[config.mk]
export PLATFORM = sky130hd
export DESIGN_NAME = if_fetch_flat
export DESIGN_NICKNAME = d
export VERILOG_FILES = /design/src/rtl/mips_pkg.sv /design/src/rtl/if_fetch_if.sv /design/src/rtl/if_fetch_npc_mux.sv /design/src/rtl/if_fetch.sv /design/src/flat_wrapper.sv
export SDC_FILE = /design/constraint.sdc
export NUM_CORES = 1
export LEC_CHECK = 0
export CORE_AREA = 2 2 126 141
export DETAILED_ROUTE_END_ITERATION = 10
export DIE_AREA = 0 0 128 143
export GPL_TIMING_DRIVEN = 0
export HOLD_SLACK_MARGIN = 0.06
export PLACE_DENSITY = 0.77
export SLEW_MARGIN = 5
export SYNTH_ARGS = -nofsm -noshare
export SYNTH_HDL_FRONTEND = slang
export SYNTH_SLANG_ARGS = --single-unit
export TNS_END_PERCENT = 5
[constraint.sdc]
create_clock -name clock -period 2.7 [get_ports clock]
set_clock_uncertainty 0.2 [all_clocks]
set_input_delay 0.54 -clock clock [delete_from_list [all_inputs] [get_ports clock]]
set_output_delay 0.54 -clock clock [all_outputs]
set_load 0.05 [all_outputs]
[src/rtl/mips_pkg.sv]
// mips_pkg: constants shared by the MIPS pipeline stages.
//   PCSRC_*     : next-PC select codes driven from ID
//   NOP_INST    : instruction word injected into IF/ID when nothing is delivered
//   fetch_state_e : instruction-fetch state encoding
//   word_align  : clears the byte-offset bits of a code address
package mips_pkg;
    localparam logic [1:0] PCSRC_SEQ = 2'b00;
    localparam logic [1:0] PCSRC_BR  = 2'b01;
    localparam logic [1:0] PCSRC_JR  = 2'b10;
    localparam logic [1:0] PCSRC_J   = 2'b11;

    localparam logic [31:0] NOP_INST = 32'h0;

    typedef enum logic {
        FETCH = 1'b0,
        HOLD  = 1'b1
    } fetch_state_e;

    function automatic logic [31:0] word_align(input logic [31:0] a);
        return {a[31:2], 2'b00};
    endfunction
endpackage

[src/rtl/if_fetch_if.sv]
// if_fetch_if: instruction-memory request/ready handshake.
//   imem_req   : fetch request valid (fetch -> memory)
//   imem_addr  : word fetch address (fetch -> memory)
//   imem_ready : imem_rdata valid for the current request (memory -> fetch)
//   imem_rdata : fetched word (memory -> fetch)
interface if_fetch_if;
    logic        imem_req;
    logic [31:0] imem_addr;
    logic        imem_ready;
    logic [31:0] imem_rdata;

    modport master (output imem_req, imem_addr, input  imem_ready, imem_rdata);
    modport slave  (input  imem_req, imem_addr, output imem_ready, imem_rdata);
endinterface

[src/rtl/if_fetch_npc_mux.sv]
// npc_mux: combinational next-PC select for the fetch stage.
//   pcsource_i    : select from ID (seq / branch / jr / jump)
//   bpc_i/rpc_i/jpc_i : redirect targets, low two bits dropped
//   redir_valid_i : a redirect was latched while the delay slot was pending
//   redir_pc_i    : latched (already aligned) redirect target
//   pc_i          : current fetch PC
//   npc_o         : aligned next PC; with pcsource_i != SEQ this is also the
//                   aligned target the top latches as a pending redirect
module npc_mux
    import mips_pkg::*;
(
    input  logic [1:0]  pcsource_i,
    input  logic [31:0] bpc_i,
    input  logic [31:0] rpc_i,
    input  logic [31:0] jpc_i,
    input  logic        redir_valid_i,
    input  logic [31:0] redir_pc_i,
    input  logic [31:0] pc_i,
    output logic [31:0] npc_o
);
    always_comb begin
        case (pcsource_i)
            PCSRC_BR: npc_o = word_align(bpc_i);
            PCSRC_JR: npc_o = word_align(rpc_i);
            PCSRC_J:  npc_o = word_align(jpc_i);
            // A live redirect from ID beats an older latched one.
            default:  npc_o = redir_valid_i ? redir_pc_i : pc_i + 32'd4;
        endcase
    end
endmodule

[src/rtl/if_fetch.sv]
// if_fetch: IF stage of the 5-stage MIPS pipeline.
//   clock, resetn : rising-edge clock, asynchronous active-low reset
//   LOADDEPEN     : load-use stall, IF/ID holds its contents
//   pcsource, bpc, rpc, jpc : next-PC select and targets from ID
//   imem          : instruction-memory handshake (master side)
//   inst_if       : instruction to IF/ID (0 = NOP)
//   pc4_if        : pc + 4 to IF/ID
// A word fetched while the stall is active is parked in hold_inst and the
// request is dropped until release. Redirects arriving while the delay slot
// has not been delivered are latched and applied at delivery.
module if_fetch
    import mips_pkg::*;
#(
    parameter logic [31:0] RESET_PC = 32'h0000_0000
) (
    input  logic        clock,
    input  logic        resetn,
    input  logic        LOADDEPEN,
    input  logic [1:0]  pcsource,
    input  logic [31:0] bpc,
    input  logic [31:0] rpc,
    input  logic [31:0] jpc,
    if_fetch_if.master  imem,
    output logic [31:0] inst_if,
    output logic [31:0] pc4_if
);
    fetch_state_e state_q, state_d;
    logic [31:0]  pc_q, pc_d;
    logic [31:0]  hold_inst_q, hold_inst_d;
    logic         redir_valid_q, redir_valid_d;
    logic [31:0]  redir_pc_q, redir_pc_d;
    logic [31:0]  npc;
    logic         fetch_hit;
    logic         deliver;

    npc_mux u_npc_mux (
        .pcsource_i    (pcsource),
        .bpc_i         (bpc),
        .rpc_i         (rpc),
        .jpc_i         (jpc),
        .redir_valid_i (redir_valid_q),
        .redir_pc_i    (redir_pc_q),
        .pc_i          (pc_q),
        .npc_o         (npc)
    );

    assign fetch_hit = (state_q == FETCH) && imem.imem_ready;
    // IF/ID takes a real instruction this edge.
    assign deliver   = !LOADDEPEN && (fetch_hit || (state_q == HOLD));

    always_ff @(posedge clock or negedge resetn) begin
        if (!resetn) begin
            state_q       <= FETCH;
            pc_q          <= RESET_PC;
            hold_inst_q   <= NOP_INST;
            redir_valid_q <= 1'b0;
            redir_pc_q    <= 32'h0;
        end else begin
            state_q       <= state_d;
            pc_q          <= pc_d;
            hold_inst_q   <= hold_inst_d;
            redir_valid_q <= redir_valid_d;
            redir_pc_q    <= redir_pc_d;
        end
    end

    always_comb begin
        state_d       = state_q;
        pc_d          = pc_q;
        hold_inst_d   = hold_inst_q;
        redir_valid_d = redir_valid_q;
        redir_pc_d    = redir_pc_q;
        if (deliver) begin
            pc_d          = npc;
            redir_valid_d = 1'b0;
            state_d       = FETCH;
        end else begin
            if (fetch_hit && LOADDEPEN) begin
                hold_inst_d = imem.imem_rdata;
                state_d     = HOLD;
            end
            // Delay slot still pending: remember the target, newest wins.
            if (pcsource != PCSRC_SEQ) begin
                redir_valid_d = 1'b1;
                redir_pc_d    = npc;
            end
        end
    end

    always_comb begin
        imem.imem_req  = resetn && (state_q == FETCH);
        imem.imem_addr = pc_q;
        pc4_if         = pc_q + 32'd4;
        if (!resetn)              inst_if = NOP_INST;
        else if (fetch_hit)       inst_if = imem.imem_rdata;
        else if (state_q == HOLD) inst_if = hold_inst_q;
        else                      inst_if = NOP_INST;
    end
endmodule
[src/flat_wrapper.sv]
// flat-port wrapper written by rule: the top's interface ports become plain ports
module if_fetch_flat import mips_pkg::*;
#(
    parameter logic [31:0] RESET_PC = 32'h0000_0000
)
  (clock, resetn, LOADDEPEN, pcsource, bpc, rpc, jpc, inst_if, pc4_if, imem_imem_req, imem_imem_addr, imem_imem_ready, imem_imem_rdata);
  if_fetch_if imem_i ();
  input  logic clock;
  input  logic resetn;
  input  logic LOADDEPEN;
  input  logic [1:0] pcsource;
  input  logic [31:0] bpc;
  input  logic [31:0] rpc;
  input  logic [31:0] jpc;
  output logic [31:0] inst_if;
  output logic [31:0] pc4_if;
  output wire logic [$bits(imem_i.imem_req)-1:0] imem_imem_req;
  output wire logic [$bits(imem_i.imem_addr)-1:0] imem_imem_addr;
  input wire logic [$bits(imem_i.imem_ready)-1:0] imem_imem_ready;
  input wire logic [$bits(imem_i.imem_rdata)-1:0] imem_imem_rdata;
  assign imem_imem_req = imem_i.imem_req;
  assign imem_imem_addr = imem_i.imem_addr;
  assign imem_i.imem_ready = imem_imem_ready;
  assign imem_i.imem_rdata = imem_imem_rdata;
  if_fetch #(.RESET_PC(RESET_PC)) u_core (.clock(clock), .resetn(resetn), .LOADDEPEN(LOADDEPEN), .pcsource(pcsource), .bpc(bpc), .rpc(rpc), .jpc(jpc), .imem(imem_i), .inst_if(inst_if), .pc4_if(pc4_if));
endmodule
==> metrics.csv, run 1 <==
metric,value,unit
Hold Path Class,flip-flop to flip-flop,
root buffer cell,clkbuf_16,
CP endpoint kind,output port,
Rows,50,
Fin Hold WS,0.284,ns
Worst EP arrival,2.11,ns
Final Critical Period,2.85,ns
Mapped Cells,634,
# H-tree levels,3,
hpwl dp,15600,µm
Worst Setup Start Kind,flip-flop,
die width,128,µm
Post-synth EDFFs,0,
share of synthesized flip-flops with an asynchronous set or reset,100,%
ANT cells,0,
pre-CTS setup slack,-0.983,ns
vias in the first global route,6113,
TritonCTS clock tree,done,
drt wl/cell,19.2,µm
Inst Count DP,1066,
unrepaired setup endpoints after global routing,true,
P_leak,4.02,nW
Post-Layout Cell Count,1110,
number of buffers created by CTS,9,
final hold vios,0,
most instantiated cells after synthesis,"dfrtp_1 (98), mux2_2 (68), nand2_1 (63)",
area of the die,18300,µm²
global-route wire length before repair,33300,µm
dpl cell area,8850,µm²
io pins,231,
Main synth FF type,dfrtp_1,
Total Wirelength,21400,µm
Worst Tran Pin Value,0.658,ns
Seq cells post-synth,98,
Vias/cell,5.65,
status,"finished, violations left",
DRT iter0 DRCs,475,
Placeable Area,16800,µm²
DIE HEIGHT,143,µm
CTS max path bufs,2,
syn avg cell area,9.68,µm²
Routed Antenna Nets,0,
Synth Warn #,0,
largest net degree at the start of global routing,67,
clk sinks,98,
FMAX,351,MHz
RePlAce Congestion,0.873,
share of post-route cells with drive strength above 1,30.7,%
CP Max Fanout,6,
P per Cell Area,616,nW/µm²
Setup TNS Final,-1.03,ns
r2r setup slk,0.17,ns
Yosys top cell by area,dfrtp_1,
mapped cell area,6140,µm²
category of the most critical setup path,flip-flop to output port,
Clock Pin Slew Worst Setup and Hold Paths,0.07,ns
Post-Syn Nets,769,
Synth area leaders,"dfrtp_1 (40%), mux2_2 (12%), a22oi_1 (4.6%)",
final slew viol count,0,
register area share after synthesis,40.0,%
Via Count,6267,
Nets,1032,
most common cell in the netlist,dfrtp_1,
maximum vdd drop,0.381,mV
grt ovf,0,
violated checks,negative setup slack,
port bufs,223,
Tot GR Track Use,23.4,%
number of max-cap violations,0,
Synth cell types,61,
Max-Slew Margin vs Limit,56.1,%
Initial Utilization,36.6,%
top-area cell type share of the netlist area,40.0,%
period utilisation layout,105,%
TritonRoute pass-1 iters,5,
initial antenna violation count,0,
worst setup margin,-0.148,ns
DRC viols,0,
Setup-failing EPs final,12,
worst skew pair latency,0.35,ns
Final Instance Area,9490,µm²
area grow syn2layout,54.6,%
required time worst endpoint,1.96,ns
-- final timing paths --
path,from,endpoint,depth (start not counted)
max,u_core.imem.imem_addr[2]$_DFFE_PN0P_,pc4_if[22],8
min,u_core.redir_pc_q[25]$_DFFE_PN0P_,u_core.redir_pc_q[25]$_DFFE_PN0P_,2
max reg2reg,u_core.redir_valid_q$_DFFE_PN0P_,u_core.imem.imem_addr[1]$_DFFE_PN0P_,6
min reg2reg,u_core.redir_pc_q[25]$_DFFE_PN0P_,u_core.redir_pc_q[25]$_DFFE_PN0P_,2
max in group asynchronous,resetn,u_core.imem.imem_addr[20]$_DFFE_PN0P_,3
min in group asynchronous,resetn,u_core.hold_inst_q[3]$_DFFE_PN0P_,3
-- flip-flops by register name, summed over array words and instances (netlist names) --
name and count:
u_core.imem.imem_addr 32, u_core.redir_pc_q 32, u_core.state_q 1, u_core.redir_valid_q 1
u_core.hold_inst_q 32
-- timing repair --
action                                 CTS  global route
hold buffers                             2             0
setup buffers                           24             6
setup endpoints to repair               62            59
pin swaps                               17             6
resized for setup                      376            28
endpoints found under the hold margin   32             0
-- layout by cell type (no fill, tap or decap), types with 4 or more instances in the layout --
cell             synthesis  layout
a21oi_1                 23      23
a22o_1                   7       7
a22oi_1                 38      38
a2bb2oi_1                7       7
a311oi_1                 4       4
a31oi_1                  4       4
a32o_1                   4       4
and2_1                   6       5
and3_1                   4       4
buf_2                   25      38
buf_4                    4      46
buf_6                    0      25
clkbuf_1                25      20
clkbuf_16                0       9
clkdlybuf4s50_1          0     159
dfrtp_1                 98      77
dfrtp_2                  0      21
inv_1                    6       6
mux2_2                  68      68
mux2i_1                 16      16
nand2_1                 63      59
nand2_2                  0       4
nand3_1                 12      11
nand4_1                 10      10
nor2_1                  22      19
nor2b_1                 38      37
o21ai_0                 48      48
o22ai_1                 13      13
o2bb2ai_1                4       4
xnor2_1                 21       5
xnor2_2                  0      14
-- worst max-delay path, stage by stage, from the launching register on --
cell and delay (ns):
dfrtp_2 0.41, ha_4 0.17, nand4_1 0.22, nor4_4 0.21
buf_6 0.17, nand4_1 0.13, buf_6 0.16, xnor2_4 0.12
buf_6 0.17
-- per-layer routing --
metal,up-vias,GRT usage [%],wire (µm)
li1,2842,-,-
met1,3040,28.9,8570
met2,337,40.3,10500
met3,48,4.68,1670
met4,0,9.02,612
met5,-,0,0
-- per-stage QoR --
stage	utilization, %	total power, mW
after floorplan	-	3.51
after global placement	52.6	4.39
after detailed placement	52.8	4.43
after CTS	56.1	5.86
after global routing	56.6	6.10
final	56.6	5.84
-- final cells by class --
class | instances | area, µm²
inverters | 7 | 26.3
clock buffers | 10 | 239
flip-flops and latches | 98 | 2480
multi-input cells | 472 | 3680
repair buffers | 256 | 2440
well taps | 208 | 260
plain buffers | 53 | 298
fillers | 1491 | 7280
clock inverters | 6 | 65.1
-- where the power goes --
group	switching [mW]	total (mW)	internal [mW]
sequential	0.251	1.98	1.73
clock	0.590	1.34	0.746
combinational	1.50	2.52	1.02
-- cells by family after synthesis --
logic type / after synthesis / synth area share [%]
adder cells (fa/ha/maj): 1 / 0.204
buffers and inverters: 64 / 4.69
multiplexers: 86 / 15.6
AO/OA/AOI/OAI: 174 / 18.8
flip-flops: 98 / 40.0
XOR/XNOR: 28 / 4.00
AND/OR/NAND/NOR: 183 / 16.7
Power figures use the tool's default switching activity.
==> inputs of run 2 (changes only) <==
--- a/config.mk
+++ b/config.mk
@@ -6,11 +6,12 @@
 export NUM_CORES = 1
 export LEC_CHECK = 0
 export CORE_AREA = 2 2 126 141
+export CTS_BUF_LIST = sky130_fd_sc_hd__clkbuf_16
 export DETAILED_ROUTE_END_ITERATION = 10
 export DIE_AREA = 0 0 128 143
 export GPL_TIMING_DRIVEN = 0
 export HOLD_SLACK_MARGIN = 0.06
-export PLACE_DENSITY = 0.77
+export PLACE_DENSITY = 0.8
 export SLEW_MARGIN = 5
 export SYNTH_ARGS = -nofsm -noshare
 export SYNTH_HDL_FRONTEND = slang
==> constraint.sdc (replaced) <==
create_clock -name clock -period 2.3 [get_ports clock]
set_clock_uncertainty 0.2 [all_clocks]
set_input_delay 0.46 -clock clock [delete_from_list [all_inputs] [get_ports clock]]
set_output_delay 0.46 -clock clock [all_outputs]
set_load 0.05 [all_outputs]
==> metrics.csv, run 2 (synthesized netlist as in run 1, its figures left out) <==
metric,value,unit,change
final hold vios,63,,+63
Tot GR Track Use,22.9,%,-0.52 points
DRT iter0 DRCs,389,,-18%
area of the die,18300,µm²,unchanged
CP startpoint,u_core.imem.imem_addr[2]$_DFFE_PN0P_,,
Nets,1038,,+0.58%
largest net degree at the start of global routing,65,,-3.0%
RR Startpoint,u_core.imem.imem_addr[2]$_DFFE_PN0P_,,
Fin Hold WS,-0.0712,ns,-0.355 ns
Post-Layout Cell Count,1116,,+0.54%
unrepaired setup endpoints after global routing,true,,
Placeable Area,16800,µm²,unchanged
clk sinks,98,,unchanged
initial antenna violation count,0,,unchanged
grt ovf,0,,unchanged
Inst Count DP,1066,,unchanged
fin util,58.4,%,+1.8 points
# H-tree levels,3,,unchanged
number of fill cells in the layout,1450,,-2.7%
status,"finished, violations left",,
root buffer cell,clkbuf_16,,
Hold Path Class,input port to asynchronous set/reset pin,,
port bufs,223,,unchanged
Final Critical Period,2.81,ns,
Via Count,6154,,-1.8%
Vias/cell,5.51,,-2.3%
reg2reg path depth,9,,+3
worst setup margin,-0.508,ns,-0.360 ns
required time worst endpoint,1.64,ns,-0.32 ns
"leading cell type in the layout, fill and taps excluded",clkdlybuf4s50_1,,
io pins,231,,unchanged
die width,128,µm,unchanged
maximum vdd drop,0.475,mV,+25%
P per Cell Area,703,nW/µm²,+14%
most frequent cells in the layout,"clkdlybuf4s50_1 (135), dfrtp_1 (72), mux2_2 (68)",,
# hold bufs at CTS,3,,+1
r2r setup slk,-0.03,ns,-0.20 ns
Setup-failing EPs final,50,,+38
global-route wire length before repair,32700,µm,-1.7%
Rows,50,,unchanged
final slew viol count,0,,unchanged
area grow syn2layout,59.7,%,
worst skew pair latency,0.35,ns,about the same
category of the most critical setup path,flip-flop to output port,,
Worst Tran Pin Value,0.590,ns,-0.0686 ns
Max-Slew Margin vs Limit,60.7,%,+4.6 points
total power,6.89,mW,+18%
P_leak,4.19,nW,+4.3%
drt wl/cell,19.0,µm,-1.3%
CP Capture Point,pc4_if[18],,
pre-CTS setup slack,-1.20,ns,-0.215 ns
number of max-cap violations,0,,unchanged
Worst Setup Start Kind,flip-flop,,
TritonRoute pass-1 iters,5,,unchanged
RePlAce Congestion,0.859,,-1.6%
Clock Pin Slew Worst Setup and Hold Paths,0.07,ns,about the same
Worst EP arrival,2.15,ns,+0.04 ns
number of buffers created by CTS,9,,unchanged
violated checks,"negative hold slack, negative setup slack",,
Total Wirelength,21200,µm,-0.73%
DRC viols,0,,unchanged
CTS max path bufs,2,,unchanged
Critical R2R Capture,u_core.imem.imem_addr[22]$_DFFE_PN0P_,,
DIE HEIGHT,143,µm,unchanged
FMAX,356,MHz,
share of post-route cells with drive strength above 1,34.1,%,+3.4 points
CP Max Fanout,7,,+1
ANT cells,0,,unchanged
Initial Utilization,36.6,%,unchanged
period utilisation layout,122,%,
vias in the first global route,6087,,-0.43%
CP endpoint kind,output port,,
TritonCTS clock tree,done,,
Routed Antenna Nets,0,,unchanged
hpwl dp,15700,µm,+0.29%
## run 2: worst min-delay path by stage
stage and end:
5_1_grt u_core.hold_inst_q[7]$_DFFE_PN0P_, 6_report u_core.hold_inst_q[7]$_DFFE_PN0P_, 3_3_place_gp u_core.redir_pc_q[21]$_DFFE_PN0P_, 3_5_place_dp u_core.hold_inst_q[8]$_DFFE_PN0P_, 4_1_cts u_core.hold_inst_q[6]$_DFFE_PN0P_, 2_1_floorplan u_core.hold_inst_q[0]$_DFFE_PN0P_
## run 2: what timing repair did
action,in CTS,in global routing
cloned,0,0
endpoints found under the setup margin,122,109
setup buffers,21,10
endpoints found under the hold margin,35,63
pin swaps,18,17
gates resized for setup,455,61
## run 2: final cells by class
class / instances / area [µm²] / share of cell area [%]
multi-input combinational: 472 / 3810 / 38.9
timing repair buffer: 258 / 2560 / 26.1
sequential: 98 / 2480 / 25.4
buffer: 57 / 369 / 3.77
tap: 208 / 260 / 2.66
clock buffer: 9 / 225 / 2.30
clock inverter: 7 / 68.8 / 0.702
inverter: 7 / 26.3 / 0.268
## run 2: through the flow
step | area (µm²) | setup TNS, ns
2_1_floorplan | 6450 | -15.11
3_3_place_gp | 8950 | -530.54
3_5_place_dp | 8970 | -80.45
4_1_cts | 9560 | -14.29
5_1_grt | 9800 | -15.25
6_report | 9800 | -9.53
## run 2: report_power, final
part | internal, mW | switching, mW | leakage, nW
Clock | 0.843 | 0.683 | 0.145
Combinational | 1.24 | 1.79 | 2.90
Sequential | 2.04 | 0.295 | 1.15
## run 2: metal layers
metal / track usage (%) / part of all wire, % / up-vias
li1: - / - / 2847
met1: 28.7 / 41 / 2978
met5: 0 / 0 / -
met3: 4.08 / 7.0 / 37
met4: 9.14 / 2.6 / 0
met2: 39.1 / 50 / 292
## run 2: critical path: stages (launching register included)
cell      delay [ns]
dfrtp_2         0.45
ha_4            0.18
and4_4          0.25
nand2b_4        0.05
buf_6           0.14
or3_4           0.41
xnor2_4         0.14
buf_6           0.17
==> inputs of run 3 (changes only) <==
--- a/config.mk
+++ b/config.mk
@@ -5,6 +5,7 @@
 export SDC_FILE = /design/constraint.sdc
 export NUM_CORES = 1
 export LEC_CHECK = 0
+export ABC_CLOCK_PERIOD_IN_PS = 2300
 export CORE_AREA = 2 2 126 141
 export CTS_BUF_LIST = sky130_fd_sc_hd__clkbuf_16
 export DETAILED_ROUTE_END_ITERATION = 10
==> results of run 3 <==
The final DEF is identical to that of run 2; final timing and power are the same.
